--- src/rtl/valu_seq.sv ---
// Sequential vector ALU: accepts one request, processes one lane per cycle,
// then holds the registered result until the consumer takes it.
module valu_seq #(
    parameter int unsigned LANES = 4,
    parameter int unsigned W     = 16,
    parameter int unsigned FRAC  = 8
) (
    input  logic               clk,
    input  logic               rst_n,
    input  logic               in_valid,
    output logic               in_ready,
    input  logic [2:0]         alucontrol,
    input  logic [LANES*W-1:0] vec_a,
    input  logic [LANES*W-1:0] vec_b,
    output logic               out_valid,
    input  logic               out_ready,
    output logic [LANES*W-1:0] result,
    output logic               out_err
);

    localparam int unsigned VW = LANES * W;
    localparam int unsigned CW = (LANES > 1) ? $clog2(LANES) : 1;

    localparam logic [2:0] OP_MUL  = 3'b000;
    localparam logic [2:0] OP_ADD  = 3'b010;
    localparam logic [2:0] OP_VSUM = 3'b011;
    localparam logic [2:0] OP_SUB  = 3'b110;
    localparam logic [2:0] OP_VSET = 3'b111;

    typedef enum logic [1:0] {IDLE, EXEC, DONE} state_t;

    state_t              state_q, state_d;
    logic [2:0]          op_q, op_d;
    logic [VW-1:0]       a_q, a_d, b_q, b_d, res_d;
    logic [CW-1:0]       cnt_q, cnt_d;
    logic [W-1:0]        acc_q, acc_d;
    logic                err_d;
    logic                legal_c, last_c;
    logic [W-1:0]        lane_a, lane_b;
    logic signed [2*W-1:0] prod;

    assign legal_c = (op_q == OP_MUL) || (op_q == OP_ADD) || (op_q == OP_VSUM) ||
                     (op_q == OP_SUB) || (op_q == OP_VSET);
    assign last_c  = (cnt_q == CW'(LANES - 1));

    // State register; handshake outputs are registered from the next state.
    always_ff @(posedge clk) begin
        if (!rst_n) begin
            state_q   <= IDLE;
            in_ready  <= 1'b1;
            out_valid <= 1'b0;
        end else begin
            state_q   <= state_d;
            in_ready  <= (state_d == IDLE);
            out_valid <= (state_d == DONE);
        end
    end

    // Next-state logic; an illegal code spends a single cycle in EXEC.
    always_comb begin
        state_d = state_q;
        case (state_q)
            IDLE:    if (in_valid) state_d = EXEC;
            EXEC:    if (!legal_c || last_c) state_d = DONE;
            DONE:    if (out_ready) state_d = IDLE;
            default: state_d = IDLE;
        endcase
    end

    // Lane datapath and register next values.
    always_comb begin
        op_d   = op_q;
        a_d    = a_q;
        b_d    = b_q;
        cnt_d  = cnt_q;
        acc_d  = acc_q;
        res_d  = result;
        err_d  = out_err;
        lane_a = a_q[int'(cnt_q)*W +: W];
        lane_b = b_q[int'(cnt_q)*W +: W];
        prod   = $signed({{W{lane_a[W-1]}}, lane_a}) * $signed({{W{lane_b[W-1]}}, lane_b});
        case (state_q)
            IDLE: begin
                if (in_valid) begin
                    op_d  = alucontrol;
                    a_d   = vec_a;
                    b_d   = vec_b;
                    cnt_d = '0;
                    acc_d = '0;
                    res_d = '0;
                    err_d = 1'b0;
                end
            end
            EXEC: begin
                if (!legal_c) begin
                    res_d = '0;
                    err_d = 1'b1;
                end else begin
                    case (op_q)
                        OP_ADD:  res_d[int'(cnt_q)*W +: W] = lane_a + lane_b;
                        OP_SUB:  res_d[int'(cnt_q)*W +: W] = lane_a - lane_b;
                        OP_MUL:  res_d[int'(cnt_q)*W +: W] = W'(prod >>> FRAC);
                        OP_VSET: res_d[int'(cnt_q)*W +: W] = b_q[W-1:0];
                        OP_VSUM: begin
                            acc_d        = acc_q + lane_a;
                            res_d[W-1:0] = acc_d;
                        end
                        default: ;
                    endcase
                    cnt_d = last_c ? '0 : cnt_q + CW'(1);
                end
            end
            default: ;
        endcase
    end

    // Datapath registers.
    always_ff @(posedge clk) begin
        if (!rst_n) begin
            op_q    <= '0;
            a_q     <= '0;
            b_q     <= '0;
            cnt_q   <= '0;
            acc_q   <= '0;
            result  <= '0;
            out_err <= 1'b0;
        end else begin
            op_q    <= op_d;
            a_q     <= a_d;
            b_q     <= b_d;
            cnt_q   <= cnt_d;
            acc_q   <= acc_d;
            result  <= res_d;
            out_err <= err_d;
        end
    end

endmodule

--- config.mk ---
export PLATFORM = sky130hd
export DESIGN_NAME = valu_seq
export DESIGN_NICKNAME = d
export VERILOG_FILES = /design/src/rtl/valu_seq.sv
export SDC_FILE = /design/constraint.sdc
export NUM_CORES = 1
export LEC_CHECK = 0
export CAP_MARGIN = 10
export CORE_MARGIN = 10
export CORE_UTILIZATION = 47
export CTS_BUF_LIST = sky130_fd_sc_hd__clkbuf_16
export DETAILED_ROUTE_END_ITERATION = 10
export HOLD_SLACK_MARGIN = 0.1
export PLACE_DENSITY = 0.66
export REMOVE_ABC_BUFFERS = 1
export SYNTH_ARGS = -nofsm -noshare
export SYNTH_HDL_FRONTEND = slang
export SYNTH_SLANG_ARGS = --single-unit
--- constraint.sdc ---
create_clock -name clk -period 24.6 [get_ports clk]
set_input_delay 2.46 -clock clk [delete_from_list [all_inputs] [get_ports clk]]
set_output_delay 2.46 -clock clk [all_outputs]
set_load 0.02 [all_outputs]
==> results of run 1 <==
-- cell type report --
| class | instances | area (um2) |
|---|---|---|
| Fill cell | 4142 | 19400 |
| Multi-Input combinational cell | 1937 | 14300 |
| Sequential cell | 218 | 4370 |
| Timing Repair Buffer | 238 | 2290 |
| Inverter | 309 | 1160 |
| Tap cell | 585 | 732 |
| Clock buffer | 27 | 676 |
| Clock inverter | 20 | 150 |
-- sequential cells by signal, summed over array words and instances, names as in the netlist, 2 cells and up --
| signal | flops |
|---|---|
| state_q | 2 |
| b_q | 64 |
| acc_q | 16 |
| a_q | 64 |
| op_q | 3 |
| result | 64 |
| cnt_q | 2 |
-- through the flow --
stage	cells	utilization
floorplan	2464	-
global placement	3287	0.531
detailed placement	3287	0.531
CTS	3334	0.551
global route	3334	0.551
finish	3334	0.551
-- path summary, 6_finish.rpt --
| path | cells after the start | slack (ns) | end | from |
|---|---|---|---|---|
| worst max register to register | 27 | 15.50 | result[12] | cnt_q[0] |
| worst min register to register | 2 | 0.45 | b_q[35] | b_q[35] |
| worst min-delay path | 2 | 0.45 | b_q[35] | b_q[35] |
| worst max-delay path | 27 | 15.50 | result[12] | cnt_q[0] |
-- worst reg2reg max path: stages, from the launching register on --
cell and delay [ns]:
dfxtp_2 0.60, buf_4 0.59, mux2_2 0.46, o21ai_2 0.68, inv_1 0.18, ha_1 0.33, fa_1 0.50, inv_1 0.05
fa_1 0.46, fa_1 0.51, inv_1 0.05, fa_1 0.49, fa_1 0.49, inv_1 0.05, fa_1 0.48, inv_1 0.04
ha_1 0.36, a21oi_1 0.38, a21oi_1 0.13, a211oi_1 0.23, o21ai_0 0.16, a21oi_1 0.20, a31oi_2 0.07, xor2_1 0.20
a22oi_2 0.56, nor2_1 0.11, a2111oi_0 0.47, o22ai_1 0.15
-- cell families (layout without fill, tap and decap cells) --
| group | count (synthesis) | in the layout | share of synthesized area |
|---|---|---|---|
| AND/OR/NAND/NOR | 878 | 878 | 0.178 |
| adder cells (fa/ha/maj) | 310 | 310 | 0.259 |
| XOR/XNOR | 79 | 79 | 0.0338 |
| flip-flops | 218 | 218 | 0.213 |
| buffers and inverters | 458 | 594 | 0.0874 |
| multiplexers | 46 | 46 | 0.0386 |
| AO/OA/AOI/OAI | 624 | 624 | 0.190 |
-- cell usage in the layout, fill, tap and decap left out, types with 29 or more instances in the layout --
cell type,netlist,final
nand3_1,29,29
nor2_1,249,247
a22oi_1,33,33
inv_1,302,308
ha_1,121,121
clkdlybuf4s50_1,0,201
o21ai_0,101,101
a21oi_1,257,257
xnor2_1,60,60
buf_4,3,37
nor3_1,32,31
dfxtp_1,218,217
nand2_1,474,473
o22ai_1,29,29
fa_1,189,189
-- report_power, final --
part           switching (uW)  internal (uW)  total [uW]
combinational             366            179         545
clock                     159            219         378
sequential               17.4            372         389
-- per-layer routing --
metal | vias up | part of all wire | GRT usage
met1 | 9682 | 0.40 | 0.391
met2 | 1082 | 0.45 | 0.466
met3 | 198 | 0.099 | 0.0588
met5 | - | 0 | 0
met4 | 0 | 0.047 | 0.125
li1 | 8914 | - | -
==> impl_metrics.csv, run 1 <==
group,metric,value,unit
sta,fin_crit,9.10,ns
sta,clock_skew,0.0253,ns
layout,drive_gt1_frac,0.0513,
power_and_ir_drop,p_leak,0.00988,uW
synthesis,synthTopCellsByArea,"dfxtp_1 21%, fa_1 18%, nand2_1 8.7%",
synthesis,synth_area,20500,um2
synthesis,syn_avg_cell_area,7.83,um2
synthesis,ys_warn_count,0,
clock_tree,clk_transition_reported_paths,0.06,ns
global_route,grt-ovfl-total,0,
synthesis,synth-edff-count,0,
clock_tree,cts.hold.buffers_added,0,
worst_setup_path,crit_buf_inv,6,
detailed_routing,drt-initial-drc-count,2082,
placement,routabilityCongestion,1.04,
global_route,antenna_found_initial,3,
sta,tightest_slew,1.26,ns
worst_setup_path,crit_required,25.02,ns
sta,whs,0.452,ns
layout,diodes,0,
floorplan,rows,76,
clock_tree,tritoncts,"yes",
sta,layout_setup_ws,15.50,ns
floorplan,die_h,229,um
floorplan,core,43100,um2
clock_tree,clk_latency,0.56,ns
floorplan,num_io_pins,202,
sta,drv_slew,0,
power_and_ir_drop,peakVddDrop,0.0556,mV
synthesis,synth_top_area_share,0.213,
placement,dpl-instance-area,22900,um2
floorplan,start_util,0.475,
floorplan,die_w,229,um
synthesis,syn_inst,2613,
detailed_routing,ant_nets,0,
synthesis,yosysSeqAreaShare,0.213,
worst_setup_path,worst-endpoint-arrival,9.52,ns
worst_setup_path,cpPeakStageDelay,0.68,ns
layout,nNetsFinal,3175,
clock_tree,clock_path_buffers,3,
detailed_routing,wirelength,79.2,mm
clock_tree,ctsResizeCount,0,
synthesis,post-synth-top-count-cell,"nand2_1",
synthesis,ys_ff_latch,218,
power_and_ir_drop,power.density,55.3,nW/um2
synthesis,synth.distinct_cells,87,
worst_setup_path,cp_top_family,"adder cells",
clock_tree,numCtsBuffers,26,
floorplan,die_area,52300,um2
global_route,grt_pass1_wl,122,mm
detailed_routing,wire_per_inst,23.7,um
synthesis,synthArstFlopShare,0,
global_route,grt_pass1_vias,20200,
detailed_routing,drc,0,
layout,design_area,23700,um2
worst_setup_path,crit_slowest_cell,"o21ai_2",
placement,pre_cts_ws,15.81,ns
placement,hpwlAfterDp,60.6,mm
detailed_routing,vias,19900,
synthesis,ys.flop_type,"dfxtp_1",
synthesis,yosysTopAreaCell,"dfxtp_1",
global_route,grt_max_degree,102,
worst_setup_path,worstPathMaxFanout,33,
worst_setup_path,critPathLaunchType,"flop",
run_status,outcome,"complete, no violations",
clock_tree,clock-sinks,218,
worst_setup_path,endpoint_kind,"flop",
sta,setup_viol_count_final,0,
clock_tree,cts_root_buffer,"clkbuf_16",
worst_setup_path,worstSetupPathType,"flop to flop",
sta,grt_setup_unrepaired,"no",
placement,port_buffers,201,
sta,fin_tns_setup,0,ns
layout,syn_to_final_growth,15.9,%
synthesis,synth_common_cells,"474 x nand2_1, 302 x inv_1, 257 x a21oi_1, 249 x nor2_1, 218 x dfxtp_1",
detailed_routing,detail_route.first_pass.iterations,6,
sta,period_share,0.370,
sta,finalHoldViolations,0,
worst_setup_path,crit_top_cell,"fa_1",
clock_tree,cts_max_level,1,
power_and_ir_drop,total_power,1310,uW
flow_run,maxCapViolCount,0,
min_path,hold_class,"flop to flop",
sta,slew_headroom,0.161,
clock_tree,cts_setup_buffers,0,
detailed_routing,detail_route.vias_per_cell,5.96,
global_route,grt_util_all_layers,0.296,
sta,max_freq,0.110,GHz
No activity file was read; power rests on OpenSTA's default activity.
==> inputs of run 2 (changes only) <==
PLACE_DENSITY = 0.68   (was 0.66)
clock period = 7.6 ns   (was 24.6 ns; I/O delays follow)
==> impl_metrics.csv, run 2 (synthesis gave the netlist of run 1 again) <==
group,metric,value,unit
run_status,outcome,"complete, no violations",
clock_tree,cts_root_buffer,"clkbuf_16",
placement,dpl-instance-area,23700,um2
floorplan,core,43100,um2
sta,grt_setup_unrepaired,"yes",
detailed_routing,drt-initial-drc-count,2060,
power_and_ir_drop,p_leak,0.0105,uW
layout,final_common_cell,"nand2_1",
floorplan,num_io_pins,202,
sta,layout_setup_ws,0.221,ns
global_route,grt_util_all_layers,0.312,
worst_setup_path,worstPathMaxFanout,6,
clock_tree,clock_path_buffers,3,
layout,nNetsFinal,3290,
sta,finalHoldViolations,0,
worst_setup_path,worstSetupPathType,"flop to flop",
global_route,grt-ovfl-total,0,
global_route,grt_max_degree,102,
global_route,antenna_found_initial,1,
sta,fin_crit,7.38,ns
layout,drive_gt1_frac,0.0956,
worst_setup_path,crit_slowest_cell,"fa_1",
power_and_ir_drop,power.density,186,nW/um2
placement,routabilityCongestion,1.01,
layout,design_area,24800,um2
clock_tree,cts_max_level,1,
min_path,hold_class,"flop to flop",
detailed_routing,wirelength,84.2,mm
global_route,grt_pass1_wl,126,mm
worst_setup_path,crit_top_cell,"fa_1",
clock_tree,numCtsBuffers,26,
sta,drv_slew,0,
clock_tree,clock-sinks,218,
floorplan,rows,76,
layout,reg_top3,"a_q x64, b_q x64, result x64",
placement,hpwlAfterDp,66.0,mm
placement,dp.cells,3389,
clock_tree,clk_transition_reported_paths,0.07,ns
sta,clock_skew,0.0162,ns
worst_setup_path,critPathLaunchType,"flop",
detailed_routing,detail_route.first_pass.iterations,6,
sta,slew_headroom,0.275,
detailed_routing,wire_per_inst,24.4,um
detailed_routing,vias,20100,
floorplan,die_w,229,um
worst_setup_path,crit_required,8.05,ns
layout,instances_no_fill,3451,
placement,pre_cts_ws,0.0122,ns
placement,port_buffers,201,
clock_tree,clk_latency,0.56,ns
flow_run,maxCapViolCount,0,
detailed_routing,detail_route.vias_per_cell,5.82,
layout,fillCellCount,3996,
global_route,grt_pass1_vias,20100,
layout,final_cell_mix,"473 x nand2_1, 302 x inv_1, 254 x a21oi_1",
floorplan,die_h,229,um
sta,setup_viol_count_final,0,
power_and_ir_drop,peakVddDrop,0.170,mV
worst_setup_path,worst-endpoint-arrival,7.83,ns
sta,max_freq,0.136,GHz
detailed_routing,drc,0,
worst_setup_path,cpPeakStageDelay,0.55,ns
layout,syn_to_final_growth,21.4,%
detailed_routing,ant_nets,0,
floorplan,start_util,0.475,
sta,period_share,0.971,
worst_setup_path,endpoint_kind,"flop",
clock_tree,tritoncts,"yes",
sta,tightest_slew,1.08,ns
floorplan,die_area,52300,um2
==> run 2: final cells by class <==
cell class | instances | area (um2) | area share
clock inverters | 22 | 309 | 0.0124
well taps | 585 | 732 | 0.0295
inverters | 309 | 1180 | 0.0473
multi-input cells | 1937 | 14400 | 0.578
clock buffers | 26 | 651 | 0.0262
diodes | 1 | 2.50 | 0.000101
flip-flops and latches | 218 | 4370 | 0.176
repair buffers | 353 | 3240 | 0.130
==> run 2: per-stage QoR <==
stage	hold WS (ns)	setup TNS, ns	total power (uW)	utilization
final	0.453	0	4630	0.577
after global placement	0.439	0	3150	0.551
after CTS	0.455	0	4570	0.573
after floorplan	0.432	-30.88	2310	-
after global routing	0.469	-0.0394	4820	0.577
after detailed placement	0.446	0	3160	0.551
==> run 2: what timing repair did <==
action | 4_1_cts | 5_1_grt
gates resized for setup | 0 | 24
setup endpoints to repair | 0 | 36
hold buffers | 0 | 0
hold endpoints to repair | 0 | 0
buffers inserted | 0 | 12
==> run 2: final timing paths <==
| path | from | cells past startpoint | to | slack [ns] |
|---|---|---|---|---|
| max reg2reg | cnt_q[0] | 26 | result[46] | 0.22 |
| min | a_q[29] | 2 | a_q[29] | 0.45 |
| min reg2reg | a_q[29] | 2 | a_q[29] | 0.45 |
| max | cnt_q[0] | 26 | result[46] | 0.22 |
==> run 2: critical path: cells and delay by family (launching register included) <==
family | cells | cell delay, ns
compound gates | 8 | 1.92
xor+xnor | 1 | 0.21
fa+ha+maj | 7 | 3.32
buf+inv | 6 | 0.68
flops | 1 | 0.43
mux | 1 | 0.35
simple gates | 3 | 0.36
==> run 2: metal layers <==
metal / wire, um / vias to the layer above / GRT usage
met3: 7840 / 127 / 0.0637
li1: - / 9144 / -
met1: 35600 / 9810 / 0.423
met5: 0 / - / 0
met2: 38200 / 988 / 0.490
met4: 2580 / 0 / 0.102
==> run 2: power by group <==
part	switching, uW	internal, uW
Combinational	1250	716
Clock	549	867
Sequential	47.8	1200
